File: src/rtl/cordic_vector_if.sv
// Start/busy/done handshake and data bundle for the CORDIC vectoring engine.
interface cordic_vector_if #(
    parameter int DATA_WIDTH = 16
);
    logic                         start;
    logic signed [DATA_WIDTH-1:0] x_in;
    logic signed [DATA_WIDTH-1:0] y_in;
    logic                         busy;
    logic                         done;
    logic [DATA_WIDTH:0]          mag_out;
    logic [15:0]                  phase_out;

    // start is sampled only while busy=0; done is a one-cycle pulse marking mag_out/phase_out valid.
    modport master (output start, x_in, y_in, input busy, done, mag_out, phase_out);
    modport slave  (input start, x_in, y_in, output busy, done, mag_out, phase_out);
endinterface

File: src/rtl/cordic_vector.sv
// Iterative CORDIC vectoring engine: (x, y) to gain-compensated magnitude and 16-bit phase.
// A result takes 18 clocks: one capture, 16 micro-rotations and one scale/output cycle.
module cordic_vector #(
    parameter int DATA_WIDTH = 16
) (
    input  logic              clk,
    input  logic              rst_n,
    cordic_vector_if.slave    bus,
    output logic [1:0]        state_dbg
);
    localparam int XW = DATA_WIDTH + 2;
    localparam int PW = DATA_WIDTH + 18;

    localparam logic [1:0] IDLE  = 2'd0;
    localparam logic [1:0] ITER  = 2'd1;
    localparam logic [1:0] SCALE = 2'd2;

    logic [1:0]           state;
    logic signed [XW-1:0] xr, yr;
    logic signed [16:0]   zr;
    logic [3:0]           iter;
    logic                 zero_flag;

    logic signed [XW-1:0] x_ext, y_ext, x_sh, y_sh;
    logic signed [16:0]   atan_i;
    logic [PW-1:0]        prod;

    function automatic logic [15:0] atan_lut(input logic [3:0] idx);
        case (idx)
            4'd0:    atan_lut = 16'h2000;
            4'd1:    atan_lut = 16'h12E4;
            4'd2:    atan_lut = 16'h09FB;
            4'd3:    atan_lut = 16'h0511;
            4'd4:    atan_lut = 16'h028B;
            4'd5:    atan_lut = 16'h0145;
            4'd6:    atan_lut = 16'h00A3;
            4'd7:    atan_lut = 16'h0051;
            4'd8:    atan_lut = 16'h0028;
            4'd9:    atan_lut = 16'h0014;
            4'd10:   atan_lut = 16'h000A;
            4'd11:   atan_lut = 16'h0005;
            4'd12:   atan_lut = 16'h0003;
            4'd13:   atan_lut = 16'h0001;
            4'd14:   atan_lut = 16'h0001;
            default: atan_lut = 16'h0000;
        endcase
    endfunction

    always_comb begin
        x_ext  = {{2{bus.x_in[DATA_WIDTH-1]}}, bus.x_in};
        y_ext  = {{2{bus.y_in[DATA_WIDTH-1]}}, bus.y_in};
        x_sh   = xr >>> iter;
        y_sh   = yr >>> iter;
        atan_i = {1'b0, atan_lut(iter)};
        // x stays non-negative after pre-rotation, so an unsigned product is safe.
        prod   = {{(PW-XW){1'b0}}, xr} * {{(PW-16){1'b0}}, 16'h9B74};
    end

    assign state_dbg = state;

    always_ff @(posedge clk or negedge rst_n) begin
        if (!rst_n) begin
            state         <= IDLE;
            xr            <= '0;
            yr            <= '0;
            zr            <= '0;
            iter          <= '0;
            zero_flag     <= 1'b0;
            bus.busy      <= 1'b0;
            bus.done      <= 1'b0;
            bus.mag_out   <= '0;
            bus.phase_out <= '0;
        end else begin
            bus.done <= 1'b0;
            case (state)
                IDLE: begin
                    if (bus.start) begin
                        // Fold the left half-plane onto the right by a 180 degree pre-rotation.
                        if (bus.x_in[DATA_WIDTH-1]) begin
                            xr <= -x_ext;
                            yr <= -y_ext;
                            zr <= 17'sh08000;
                        end else begin
                            xr <= x_ext;
                            yr <= y_ext;
                            zr <= '0;
                        end
                        zero_flag <= (bus.x_in == '0) && (bus.y_in == '0);
                        iter      <= '0;
                        bus.busy  <= 1'b1;
                        state     <= ITER;
                    end
                end
                ITER: begin
                    if (!yr[XW-1]) begin
                        xr <= xr + y_sh;
                        yr <= yr - x_sh;
                        zr <= zr + atan_i;
                    end else begin
                        xr <= xr - y_sh;
                        yr <= yr + x_sh;
                        zr <= zr - atan_i;
                    end
                    iter <= iter + 4'd1;
                    if (iter == 4'd15) state <= SCALE;
                end
                SCALE: begin
                    bus.mag_out   <= zero_flag ? '0 : prod[DATA_WIDTH+16:16];
                    bus.phase_out <= zero_flag ? '0 : zr[15:0];
                    bus.done      <= 1'b1;
                    bus.busy      <= 1'b0;
                    state         <= IDLE;
                end
                default: state <= IDLE;
            endcase
        end
    end
endmodule

File: src/flat_wrapper.sv
// flat-port wrapper written by rule: the top's interface ports become plain ports
module cordic_vector_flat 
#(
    parameter int DATA_WIDTH = 16
)
  (clk, rst_n, state_dbg, bus_start, bus_x_in, bus_y_in, bus_busy, bus_done, bus_mag_out, bus_phase_out);
  cordic_vector_if #(.DATA_WIDTH(DATA_WIDTH)) bus_i ();
  input  logic clk;
  input  logic rst_n;
  output logic [1:0] state_dbg;
  input wire logic [$bits(bus_i.start)-1:0] bus_start;
  input wire logic [$bits(bus_i.x_in)-1:0] bus_x_in;
  input wire logic [$bits(bus_i.y_in)-1:0] bus_y_in;
  output wire logic [$bits(bus_i.busy)-1:0] bus_busy;
  output wire logic [$bits(bus_i.done)-1:0] bus_done;
  output wire logic [$bits(bus_i.mag_out)-1:0] bus_mag_out;
  output wire logic [$bits(bus_i.phase_out)-1:0] bus_phase_out;
  assign bus_i.start = bus_start;
  assign bus_i.x_in = bus_x_in;
  assign bus_i.y_in = bus_y_in;
  assign bus_busy = bus_i.busy;
  assign bus_done = bus_i.done;
  assign bus_mag_out = bus_i.mag_out;
  assign bus_phase_out = bus_i.phase_out;
  cordic_vector #(.DATA_WIDTH(DATA_WIDTH)) u_core (.clk(clk), .rst_n(rst_n), .bus(bus_i), .state_dbg(state_dbg));
endmodule
File: config.mk
export PLATFORM = sky130hd
export DESIGN_NAME = cordic_vector_flat
export DESIGN_NICKNAME = d
export VERILOG_FILES = /design/src/rtl/cordic_vector_if.sv /design/src/rtl/cordic_vector.sv /design/src/flat_wrapper.sv
export SDC_FILE = /design/constraint.sdc
export NUM_CORES = 1
export LEC_CHECK = 0
export CORE_MARGIN = 4
export CORE_UTILIZATION = 57
export DETAILED_ROUTE_END_ITERATION = 10
export HOLD_SLACK_MARGIN = 0.15
export PLACE_DENSITY = 0.79
export SLEW_MARGIN = 10
export SYNTH_ARGS = -nofsm -noshare
export SYNTH_HDL_FRONTEND = slang
export SYNTH_SLANG_ARGS = --single-unit
export TNS_END_PERCENT = 5
File: constraint.sdc
create_clock -name clk -period 6 [get_ports clk]
set_clock_uncertainty 0.1 [all_clocks]
set_input_delay 1.2 -clock clk [delete_from_list [all_inputs] [get_ports clk]]
set_output_delay 1.2 -clock clk [all_outputs]
set_load 0.01 [all_outputs]
==> metrics.log, run 1 <==
[metrics] height of the die: 166 um
[metrics] fraction of final layout cells sized beyond drive strength 1: 0.102
[metrics] row count: 57
[metrics] relative max-transition margin: 0.383
[metrics] Data required, critical path: 6.17 ns
[metrics] largest area contributor in the netlist: dfrtp_1
[metrics] CTS clk-pin slew, worst paths: 0.09 ns
[metrics] CTS tree: built
[metrics] launch point of the worst hold path: u_core.bus.phase_out[12]
[metrics] total of hold buffers inserted after clock tree synthesis: 0
[metrics] synthesized instance count: 1596
[metrics] post-route DRC violation count: 0
[metrics] 1st-iter DRT viols: 855
[metrics] antenna-violating nets left: 0
[metrics] worst path setup slack after routing: 0.0543 ns
[metrics] Fill cells: 2013
[metrics] upper clock frequency limit: 168 MHz
[metrics] maximum capacitance violations: 0
[metrics] Fin Hold WS: 0.379 ns
[metrics] total via count in the routed design: 12000
[metrics] launch instance of the worst register-to-register path: u_core.xr[8]
[metrics] count of inserted antenna diode cells: 0
[metrics] htree depth: 3
[metrics] highest-count cells in the layout ignoring fill and taps: inv_1 (222), ha_1 (176), nand2_1 (144)
[metrics] critical path type: register to register
[metrics] clock latency on the worst-skew pair: 0.37 ns
[metrics] r2r endpoint: u_core.bus.mag_out[16]
[metrics] Final Cell Area: 15800 um^2
[metrics] vias in the first global route: 12100
[metrics] cts bufs inserted: 9
[metrics] Register-to-Register Setup Slack: 0.05 ns
[metrics] CTS Root Buffer Type: clkbuf_16
[metrics] total wirelength of the detailed-routed design: 35600 um
[metrics] launching element type of the critical path: register
[metrics] router iterations before antenna repair: 7
[metrics] path category of the worst min-delay check: register to register
[metrics] count of flip-flops with a built-in enable after synthesis: 0
[metrics] category of the worst setup path capture point: register
[metrics] I/O pin count: 72
[metrics] status: finished clean
[metrics] capture endpoint of the worst hold path: u_core.bus.phase_out[12]
[metrics] number of antenna violations at the first check in global routing: 0
[metrics] number of cells on the worst hold path: 2
[metrics] wire length of the first global-routing pass: 59500 um
[metrics] final-report hold violation count: 0
[metrics] global route total overflow: 0
[metrics] top post-synthesis cells by area: dfrtp_1 (17%), ha_1 (16%), fa_1 (15%)
[metrics] number of distinct library cells after synthesis: 71
[metrics] crit path DAT: 6.11 ns
[metrics] final critical delay including setup and external delays: 5.95 ns
[metrics] relative area change from synthesis to final layout: 11.9%
[metrics] actual slew at the worst max-slew pin: 0.922 ns
[metrics] number of nets in the synthesized netlist: 1917
[metrics] Tcrit/Tclk final: 0.991
[metrics] Vias per Instance: 5.99
[metrics] post-layout net count: 1993
[metrics] part of the Yosys area used for sequential elements: 0.166
[metrics] count of buffers inserted at the top-level ports: 71
[metrics] wire length per cell after detailed routing: 17.8 um
[metrics] Area after DPL: 15400 um^2
[metrics] portion of synthesized cell area occupied by the leading cell type: 0.166
[metrics] CP max FO: 3
[metrics] gp weighted congestion: 0.953
[metrics] flip-flop cell with the highest count after synthesis: dfrtp_1
[metrics] Die Footprint: 27400 um^2
[metrics] sink count of the clock tree: 94
[metrics] Floorplan Core Area: 24400 um^2
[metrics] flop and latch count out of synthesis: 94
[metrics] mean instance size in the synthesized netlist: 8.87 um^2
[metrics] final setup violating endpoints: 0
[metrics] pin count of the biggest net entering global routing: 72
[metrics] post-synthesis async set-or-reset flop share: 1.00
[metrics] most common cell after layout, fill and taps aside: inv_1
[metrics] FF-to-FF path depth: 24
[metrics] Netlist Area Pre-Place: 14200 um^2
[metrics] initial core utilization: 0.581
[metrics] Synthesis Warnings: 0
[metrics] setup slack after placement: -0.273 ns
[metrics] post-DP HPWL: 27700 um
[metrics] aggregate global-route resource usage: 0.259
[metrics] number of pins exceeding their max-slew limit in the final report: 0
[metrics] RSZ-0062 raised after global routing: yes
[metrics] die span in x: 166 um
[metrics] number of buffers on the longest clock path: 2
-- state kept, by name, summed over array words and instances, names as in the netlist, 2 cells and up --
name and count:
u_core.yr 18, u_core.state_dbg 2, u_core.xr 18, u_core.bus.phase_out 16, u_core.zr 16, u_core.iter 4, u_core.bus.mag_out 17
-- synth_stat cells, types with 5 or more instances --
library cell and number:
and3_1 7, nor2b_1 13, mux4_2 34, a31oi_1 16, buf_1 5, and2_1 7
a22o_1 17, a21oi_1 90, inv_1 227, xor2_1 59, o211ai_1 24, o21bai_1 5
nand3b_1 5, or2_2 11, clkbuf_1 45, mux2_2 9, or3_1 10, a21o_1 17
ha_1 182, a21boi_0 6, buf_2 12, xnor2_1 65, fa_1 104, nand3_1 35
nor2_1 60, o21ai_0 100, o221ai_1 5, nand2_1 145, a211oi_1 7, dfrtp_1 94
o31ai_1 19, nand2b_1 25, nor3_1 24, mux2i_1 30, o22ai_1 13
-- logic make-up (layout without fill, tap and decap cells) --
group,Yosys count,in the layout,share of synthesized area
adders and majority gates,286,286,0.308
DFF,94,94,0.166
muxes,75,75,0.0845
buffers and inverters,294,375,0.0815
and+or+nand+nor,365,365,0.124
AOI/OAI and AO/OA,358,358,0.159
xor gates and xnor gates,124,124,0.0767
-- metrics by stage --
step                      instances  setup TNS, ns  utilization
after floorplan                1596              0            -
after global placement         1982         -0.115        0.633
after detailed placement       1982         -0.710        0.633
after CTS                      2000        -0.0233        0.649
after global routing           2001         -0.868        0.650
final                          2001              0        0.650
-- final cells by class --
type / count / area [um^2] / share of cell area
multi-input combinational: 1208 / 10800 / 0.679
sequential: 94 / 2360 / 0.149
timing repair buffer: 131 / 1170 / 0.0738
inverter: 228 / 856 / 0.0540
tap: 324 / 405 / 0.0256
clock buffer: 9 / 225 / 0.0142
clock inverter: 7 / 75.1 / 0.00474
-- routing by layer --
metal | vias up | wire length (um) | GRT usage
met5 | - | 0 | 0
met4 | 0 | 810 | 0.0782
met3 | 68 | 2640 | 0.0384
met2 | 456 | 16900 | 0.426
met1 | 5802 | 15300 | 0.359
li1 | 5659 | - | -
-- worst max-delay path by stage --
stage	start	to	depth (start not counted)
detailed placement	u_core.xr[7]	u_core.bus.mag_out[16]	24
finish	u_core.xr[8]	u_core.bus.mag_out[16]	24
global placement	u_core.xr[7]	u_core.bus.mag_out[16]	23
global route	u_core.xr[7]	u_core.bus.mag_out[16]	23
floorplan	u_core.xr[7]	u_core.bus.mag_out[16]	23
CTS	u_core.xr[8]	u_core.bus.mag_out[16]	24
-- critical path: stages (launching register included) --
cell      delay [ns]
dfrtp_2         0.39
inv_2           0.06
buf_6           0.12
fa_1            0.48
inv_1           0.04
ha_1            0.28
inv_1           0.07
fa_1            0.42
fa_1            0.50
inv_2           0.04
fa_1            0.54
inv_2           0.04
fa_1            0.39
inv_2           0.08
ha_4            0.20
a21o_1          0.18
a211o_1         0.26
o221ai_2        0.19
o211ai_1        0.21
a21oi_2         0.25
o21ai_2         0.13
a311o_1         0.32
a41o_1          0.20
xnor2_1         0.13
a22o_1          0.20
-- timing repair --
item,in CTS,in global routing
setup buffers,2,1
setup endpoints to repair,4,9
pin swaps,16,5
gates resized for setup,7,9
Power of run 1 is left out: the tool's default activity adds up to more than one toggle a clock period on the data nets, which glitch-free logic cannot reach.
==> run 2, diff against run 1 <==
MAX_ROUTING_LAYER = met4   (was default)
RECOVER_POWER = 50   (was default)
==> run 2 against run 1 <==
- the flow now finishes with violations (capacitance limit, slew limit)
- first-iteration DRC count increased by 7.8%
- cell count increased by 0.25%
- sequential share of layout area decreased by 0.077 points
- design area increased by 0.47%
- core utilization increased by 0.30 points
- die area unchanged
- sequential cell count unchanged
- critical path depth unchanged
- global-route usage increased by 0.73 points
- critical endpoint unchanged
- highest routed layer unchanged
==> metrics.log, run 2 (synthesis results as in run 1) <==
[metrics] critical path type: register to register (unchanged)
[metrics] final-report hold violation count: 0 (unchanged)
[metrics] crit path DAT: 6.14 ns (was 6.11 ns)
[metrics] sink count of the clock tree: 94 (unchanged)
[metrics] Fill cells: 2049 (was 2013)
[metrics] CTS clk-pin slew, worst paths: 0.09 ns (about the same)
[metrics] category of the worst setup path capture point: register (unchanged)
[metrics] highest-count cells in the layout ignoring fill and taps: inv_1 (216), ha_1 (173), nand2_1 (144) (was inv_1 (222), ha_1 (176), nand2_1 (144))
[metrics] initial core utilization: 0.581 (unchanged)
[metrics] relative area change from synthesis to final layout: 12.4% (was 11.9%)
[metrics] most common cell after layout, fill and taps aside: inv_1 (unchanged)
[metrics] count of inserted antenna diode cells: 0 (unchanged)
[metrics] violated checks: capacitance limit, slew limit
[metrics] maximum capacitance violations: 1 (was 0)
[metrics] total via count in the routed design: 11900 (was 12000)
[metrics] launching element type of the critical path: register (unchanged)
[metrics] Final Cell Area: 15900 um^2 (was 15800 um^2)
[metrics] total area of multi-input combinational cells: 10800 um^2 (about the same)
[metrics] relative max-transition margin: -1.07 (was 0.383)
[metrics] RSZ-0062 raised after global routing: yes (unchanged)
[metrics] height of the die: 166 um (unchanged)
[metrics] wire length per cell after detailed routing: 17.7 um (was 17.8 um)
[metrics] clock latency on the worst-skew pair: 0.37 ns (about the same)
[metrics] post-route DRC violation count: 0 (unchanged)
[metrics] status: finished, violations left (was finished clean)
[metrics] vias in the first global route: 11800 (was 12100)
[metrics] total of hold buffers inserted after clock tree synthesis: 0 (unchanged)
[metrics] met3 track demand over resource in global routing: 0.0238 (was 0.0384)
[metrics] fraction of final layout cells sized beyond drive strength 1: 0.109 (was 0.102)
[metrics] met1 Resource Use GR: 0.374 (was 0.359)
[metrics] post-layout net count: 1998 (was 1993)
[metrics] launch instance of the worst register-to-register path: u_core.xr[7] (was u_core.xr[8])
[metrics] count of buffers inserted at the top-level ports: 71 (unchanged)
[metrics] Data required, critical path: 6.17 ns (about the same)
[metrics] total wirelength of the detailed-routed design: 35500 um (was 35600 um)
[metrics] upper clock frequency limit: 167 MHz (was 168 MHz)
[metrics] largest registers: u_core.xr (18), u_core.yr (18), u_core.bus.mag_out (17) (unchanged)
[metrics] Die Footprint: 27400 um^2 (unchanged)
[metrics] global route total overflow: 0 (unchanged)
[metrics] pin count of the biggest net entering global routing: 54 (was 72)
[metrics] most used routing layer in global routing: met2 (unchanged)
[metrics] CTS tree: built (unchanged)
[metrics] I/O pin count: 72 (unchanged)
[metrics] summed negative setup slack over all endpoints: 0 ns (unchanged)
[metrics] Tcrit/Tclk final: 0.995 (was 0.991)
[metrics] wire length of the first global-routing pass: 59300 um (was 59500 um)
[metrics] antenna-violating nets left: 0 (unchanged)
[metrics] GR Layer Usage met2: 0.426 (unchanged)
[metrics] CTS Root Buffer Type: clkbuf_16 (unchanged)
[metrics] die span in x: 166 um (unchanged)
[metrics] launch point of the worst hold path: u_core.bus.phase_out[11] (was u_core.bus.phase_out[12])
[metrics] post-DP HPWL: 27900 um (was 27700 um)
[metrics] source of the critical timing path: u_core.xr[7] (was u_core.xr[8])
[metrics] number of pins exceeding their max-slew limit in the final report: 54 (was 0)
[metrics] row count: 57 (unchanged)
[metrics] CP max FO: 3 (unchanged)
[metrics] final setup violating endpoints: 0 (unchanged)
[metrics] router iterations before antenna repair: 6 (was 7)
[metrics] final critical delay including setup and external delays: 5.97 ns (was 5.95 ns)
[metrics] 1st-iter DRT viols: 922 (was 855)
[metrics] core occupancy in the finished layout: 0.653 (was 0.650)
[metrics] number of buffers on the longest clock path: 2 (unchanged)
[metrics] path category of the worst min-delay check: register to register (unchanged)
[metrics] Floorplan Core Area: 24400 um^2 (unchanged)
[metrics] number of antenna violations at the first check in global routing: 0 (unchanged)
[metrics] Vias per Instance: 5.93 (was 5.99)
[metrics] cts bufs inserted: 9 (unchanged)
[metrics] htree depth: 3 (unchanged)
[metrics] aggregate global-route resource usage: 0.267 (was 0.259)
[metrics] actual slew at the worst max-slew pin: 3.10 ns (was 0.922 ns)
[metrics] Area after DPL: 15500 um^2 (was 15400 um^2)
[metrics] gp weighted congestion: 0.970 (was 0.953)
[metrics] Seq. cell area: 2360 um^2 (about the same)
[run 2: final cells by class]
cell class                 count  share of cell area
inverter                     228              0.0538
clock buffer                   9              0.0141
tap                          324              0.0255
multi-input combinational   1208               0.677
timing repair buffer         136              0.0762
sequential                    94               0.148
clock inverter                 7             0.00472
[run 2: worst max-delay path, cell delays in order, from the launching register on]
cell and delay [ns]:
dfrtp_2 0.36, inv_2 0.05, buf_6 0.11, fa_1 0.51
inv_2 0.05, ha_4 0.25, inv_2 0.03, fa_1 0.47
fa_1 0.51, inv_2 0.04, fa_1 0.51, inv_2 0.04
fa_1 0.36, inv_2 0.08, ha_4 0.20, a21o_1 0.19
a211o_1 0.30, o221ai_2 0.20, o211ai_1 0.21, a21oi_2 0.27
o21ai_2 0.10, a311o_1 0.35, a41o_1 0.25, xnor2_1 0.13
a22o_1 0.20
[run 2: per-layer routing]
metal,wire length (um),vias to the layer above
li1,-,5678
met4,603,0
met3,2500,54
met2,16700,453
met5,0,-
met1,15800,5704
[run 2: path summary, 6_finish.rpt]
check	to	slack, ns	depth (start not counted)
worst max-delay path	u_core.bus.mag_out[16]	0.03	24
worst min-delay path	u_core.bus.phase_out[11]	0.38	2
worst max register to register	u_core.bus.mag_out[16]	0.03	24
worst min register to register	u_core.bus.phase_out[11]	0.38	2
max in group asynchronous	u_core.iter[0]	1.68	2
min in group asynchronous	u_core.bus.mag_out[11]	1.74	1
[run 2: through the flow]
step	setup slack [ns]	hold slack (ns)	std cells
2_1_floorplan	0.00530	0.369	1596
4_1_cts	0.00151	0.387	2002
3_3_place_gp	-0.108	0.359	1983
3_5_place_dp	-0.224	0.369	1983
6_report	0.0278	0.379	2006
5_1_grt	-0.197	0.408	2006
[run 2: what timing repair did]
item,in CTS,in global routing
gates resized for setup,10,14
pin swaps,20,27
gates cloned,0,0
endpoints found under the hold margin,0,0
buffers inserted,3,4
setup endpoints to repair,4,8
Power of run 2 is left out for the same reason.
==> run 3, diff against run 2 <==
HOLD_SLACK_MARGIN = 0.1   (was 0.15)
PLACE_DENSITY = 0.78   (was 0.79)
SLEW_MARGIN = default   (was 10)
==> run 3 against run 2 <==
- the flow still finishes with violations (capacitance limit, slew limit)
- global-route usage shrank 0.34 points
- fmax shrank 0.17%
- design area decreased by 0.22%
- highest routed layer unchanged
- sequential share of layout area about the same
- non-clock buffer count shrank 3
- via count down 0.25%
- core utilization decreased by 0.14 points
==> metrics.log, run 3 (synthesis results as in run 1) <==
[metrics] status: finished, violations left (unchanged)
[metrics] violated checks: capacitance limit, slew limit (unchanged)
[metrics] number of pins exceeding their max-slew limit in the final report: 83 (was 54)
[metrics] cells along the critical path: inv_2, buf_6, fa_1, inv_2, ha_4, inv_2, fa_1, fa_1, inv_2, fa_1, inv_2, fa_1, inv_2, ha_4, a21o_1, a211o_1, o221ai_2, o211ai_1, a21oi_2, o21ai_2, a311o_1, a41o_1, xnor2_1, a22o_1 (unchanged)
[metrics] post-DP HPWL: 27600 um (was 27900 um)
[metrics] total wirelength of the detailed-routed design: 35100 um (was 35500 um)
[metrics] vias in the first global route: 11600 (was 11800)
[metrics] maximum capacitance violations: 2 (was 1)
[metrics] pin count of the biggest net entering global routing: 72 (was 54)
[metrics] CTS Root Buffer Type: clkbuf_16 (unchanged)
[metrics] most common cell after layout, fill and taps aside: inv_1 (unchanged)
[metrics] Tcrit/Tclk final: 0.997 (was 0.995)
[metrics] 1st-iter DRT viols: 954 (was 922)
[metrics] cts bufs inserted: 9 (unchanged)
[metrics] slowest cell on the critical path: fa_1 (unchanged)
[metrics] wire length per cell after detailed routing: 17.5 um (was 17.7 um)
[metrics] final setup violating endpoints: 0 (unchanged)
[metrics] core occupancy in the finished layout: 0.651 (was 0.653)
[metrics] aggregate global-route resource usage: 0.263 (was 0.267)
[metrics] I/O pin count: 72 (unchanged)
[metrics] highest-count cells in the layout ignoring fill and taps: inv_1 (214), ha_1 (172), nand2_1 (144) (was inv_1 (216), ha_1 (173), nand2_1 (144))
[metrics] sink count of the clock tree: 94 (unchanged)
[metrics] height of the die: 166 um (unchanged)
[metrics] Vias per Instance: 5.92 (was 5.93)
[metrics] router iterations before antenna repair: 7 (was 6)
[metrics] summed negative setup slack over all endpoints: 0 ns (unchanged)
[metrics] number of antenna violations at the first check in global routing: 0 (unchanged)
[metrics] Data required, critical path: 6.16 ns (was 6.17 ns)
[metrics] CTS clk-pin slew, worst paths: 0.08 ns (was 0.09 ns)
[metrics] fraction of final layout cells sized beyond drive strength 1: 0.109 (about the same)
[metrics] die span in x: 166 um (unchanged)
[metrics] RSZ-0062 raised after global routing: yes (unchanged)
[metrics] gp weighted congestion: 0.969 (was 0.970)
[metrics] launching element type of the critical path: register (unchanged)
[metrics] upper clock frequency limit: 167 MHz (about the same)
[metrics] wire length of the first global-routing pass: 58300 um (was 59300 um)
[metrics] Floorplan Core Area: 24400 um^2 (unchanged)
[metrics] total via count in the routed design: 11900 (about the same)
[metrics] final-report hold violation count: 0 (unchanged)
[metrics] launch point of the worst hold path: u_core.bus.phase_out[1] (was u_core.bus.phase_out[11])
[metrics] category of the worst setup path capture point: register (unchanged)
[metrics] final critical delay including setup and external delays: 5.98 ns (was 5.97 ns)
[metrics] CP max FO: 3 (unchanged)
[metrics] row count: 57 (unchanged)
[metrics] source of the critical timing path: u_core.xr[8] (was u_core.xr[7])
[metrics] relative max-transition margin: -0.768 (was -1.07)
[metrics] count of buffers inserted at the top-level ports: 71 (unchanged)
[metrics] relative area change from synthesis to final layout: 12.2% (was 12.4%)
[metrics] CTS tree: built (unchanged)
[metrics] cell repeated most along the worst path: inv_2 (unchanged)
[metrics] critical path type: register to register (unchanged)
[metrics] post-layout net count: 1995 (was 1998)
[metrics] number of buffers on the longest clock path: 2 (unchanged)
[metrics] highest cell delay on the worst timing path: 0.54 ns (was 0.51 ns)
[metrics] initial core utilization: 0.581 (unchanged)
[metrics] global route total overflow: 0 (unchanged)
[metrics] Register-to-Register Setup Slack: 0.02 ns (was 0.03 ns)
[metrics] crit path DAT: 6.15 ns (was 6.14 ns)
[metrics] path category of the worst min-delay check: register to register (unchanged)
[metrics] count of inserted antenna diode cells: 0 (unchanged)
[metrics] htree depth: 3 (unchanged)
[metrics] clock latency on the worst-skew pair: 0.37 ns (about the same)
[metrics] actual slew at the worst max-slew pin: 2.65 ns (was 3.10 ns)
[metrics] launch instance of the worst register-to-register path: u_core.xr[8] (was u_core.xr[7])
[metrics] post-route DRC violation count: 0 (unchanged)
[metrics] largest registers: u_core.xr (18), u_core.yr (18), u_core.bus.mag_out (17) (unchanged)
[metrics] antenna-violating nets left: 0 (unchanged)
[metrics] Die Footprint: 27400 um^2 (unchanged)
==> run 3: final timing paths <==
| path | cells past startpoint | endpoint |
|---|---|---|
| setup / recovery | 24 | u_core.bus.mag_out[16] |
| setup reg to reg | 24 | u_core.bus.mag_out[16] |
| hold / removal | 2 | u_core.bus.phase_out[1] |
| max in group asynchronous | 2 | u_core.iter[0] |
| min in group asynchronous | 1 | u_core.bus.mag_out[12] |
| hold reg to reg | 2 | u_core.bus.phase_out[1] |
==> run 3: repair_timing <==
item	CTS	global route
pin swaps	12	32
hold buffers	0	0
setup buffers	2	2
endpoints found under the setup margin	4	12
hold endpoints to repair	0	0
gates resized for setup	2	25
==> run 3: worst max-delay path: cells and delay by family, from the launching register on <==
| kind | cells | cell delay [ns] |
|---|---|---|
| adder cells (fa/ha/maj) | 7 | 2.83 |
| AO/OA/AOI/OAI | 9 | 2.05 |
| buffers and inverters | 7 | 0.41 |
| flip-flops | 1 | 0.37 |
| XOR/XNOR | 1 | 0.12 |
==> run 3: area by class of cell <==
cell class	count	area [um^2]
clock inverters	7	75.1
repair buffers	133	1170
inverters	228	856
flip-flops and latches	94	2360
clock buffers	9	225
well taps	324	405
fillers	2033	8510
multi-input cells	1208	10800
==> run 3: routing by layer <==
layer / global-route usage / up-vias / share of wire
met1: 0.358 / 5733 / 0.45
met3: 0.0458 / 64 / 0.071
li1: - / 5665 / -
met2: 0.417 / 397 / 0.46
met5: - / - / 0
met4: 0.0603 / 0 / 0.020
==> run 3: metrics by stage <==
step / std cells / instance area (um^2) / worst slack, ns / hold slack, ns
3_5_place_dp: 1983 / 15400 / -0.190 / 0.366
6_report: 2003 / 15900 / 0.0175 / 0.377
2_1_floorplan: 1596 / 14200 / 0.00530 / 0.369
4_1_cts: 2001 / 15800 / 0.00749 / 0.384
3_3_place_gp: 1983 / 15400 / -0.109 / 0.360
5_1_grt: 2003 / 15900 / -0.229 / 0.411
Power of run 3 is left out for the same reason.
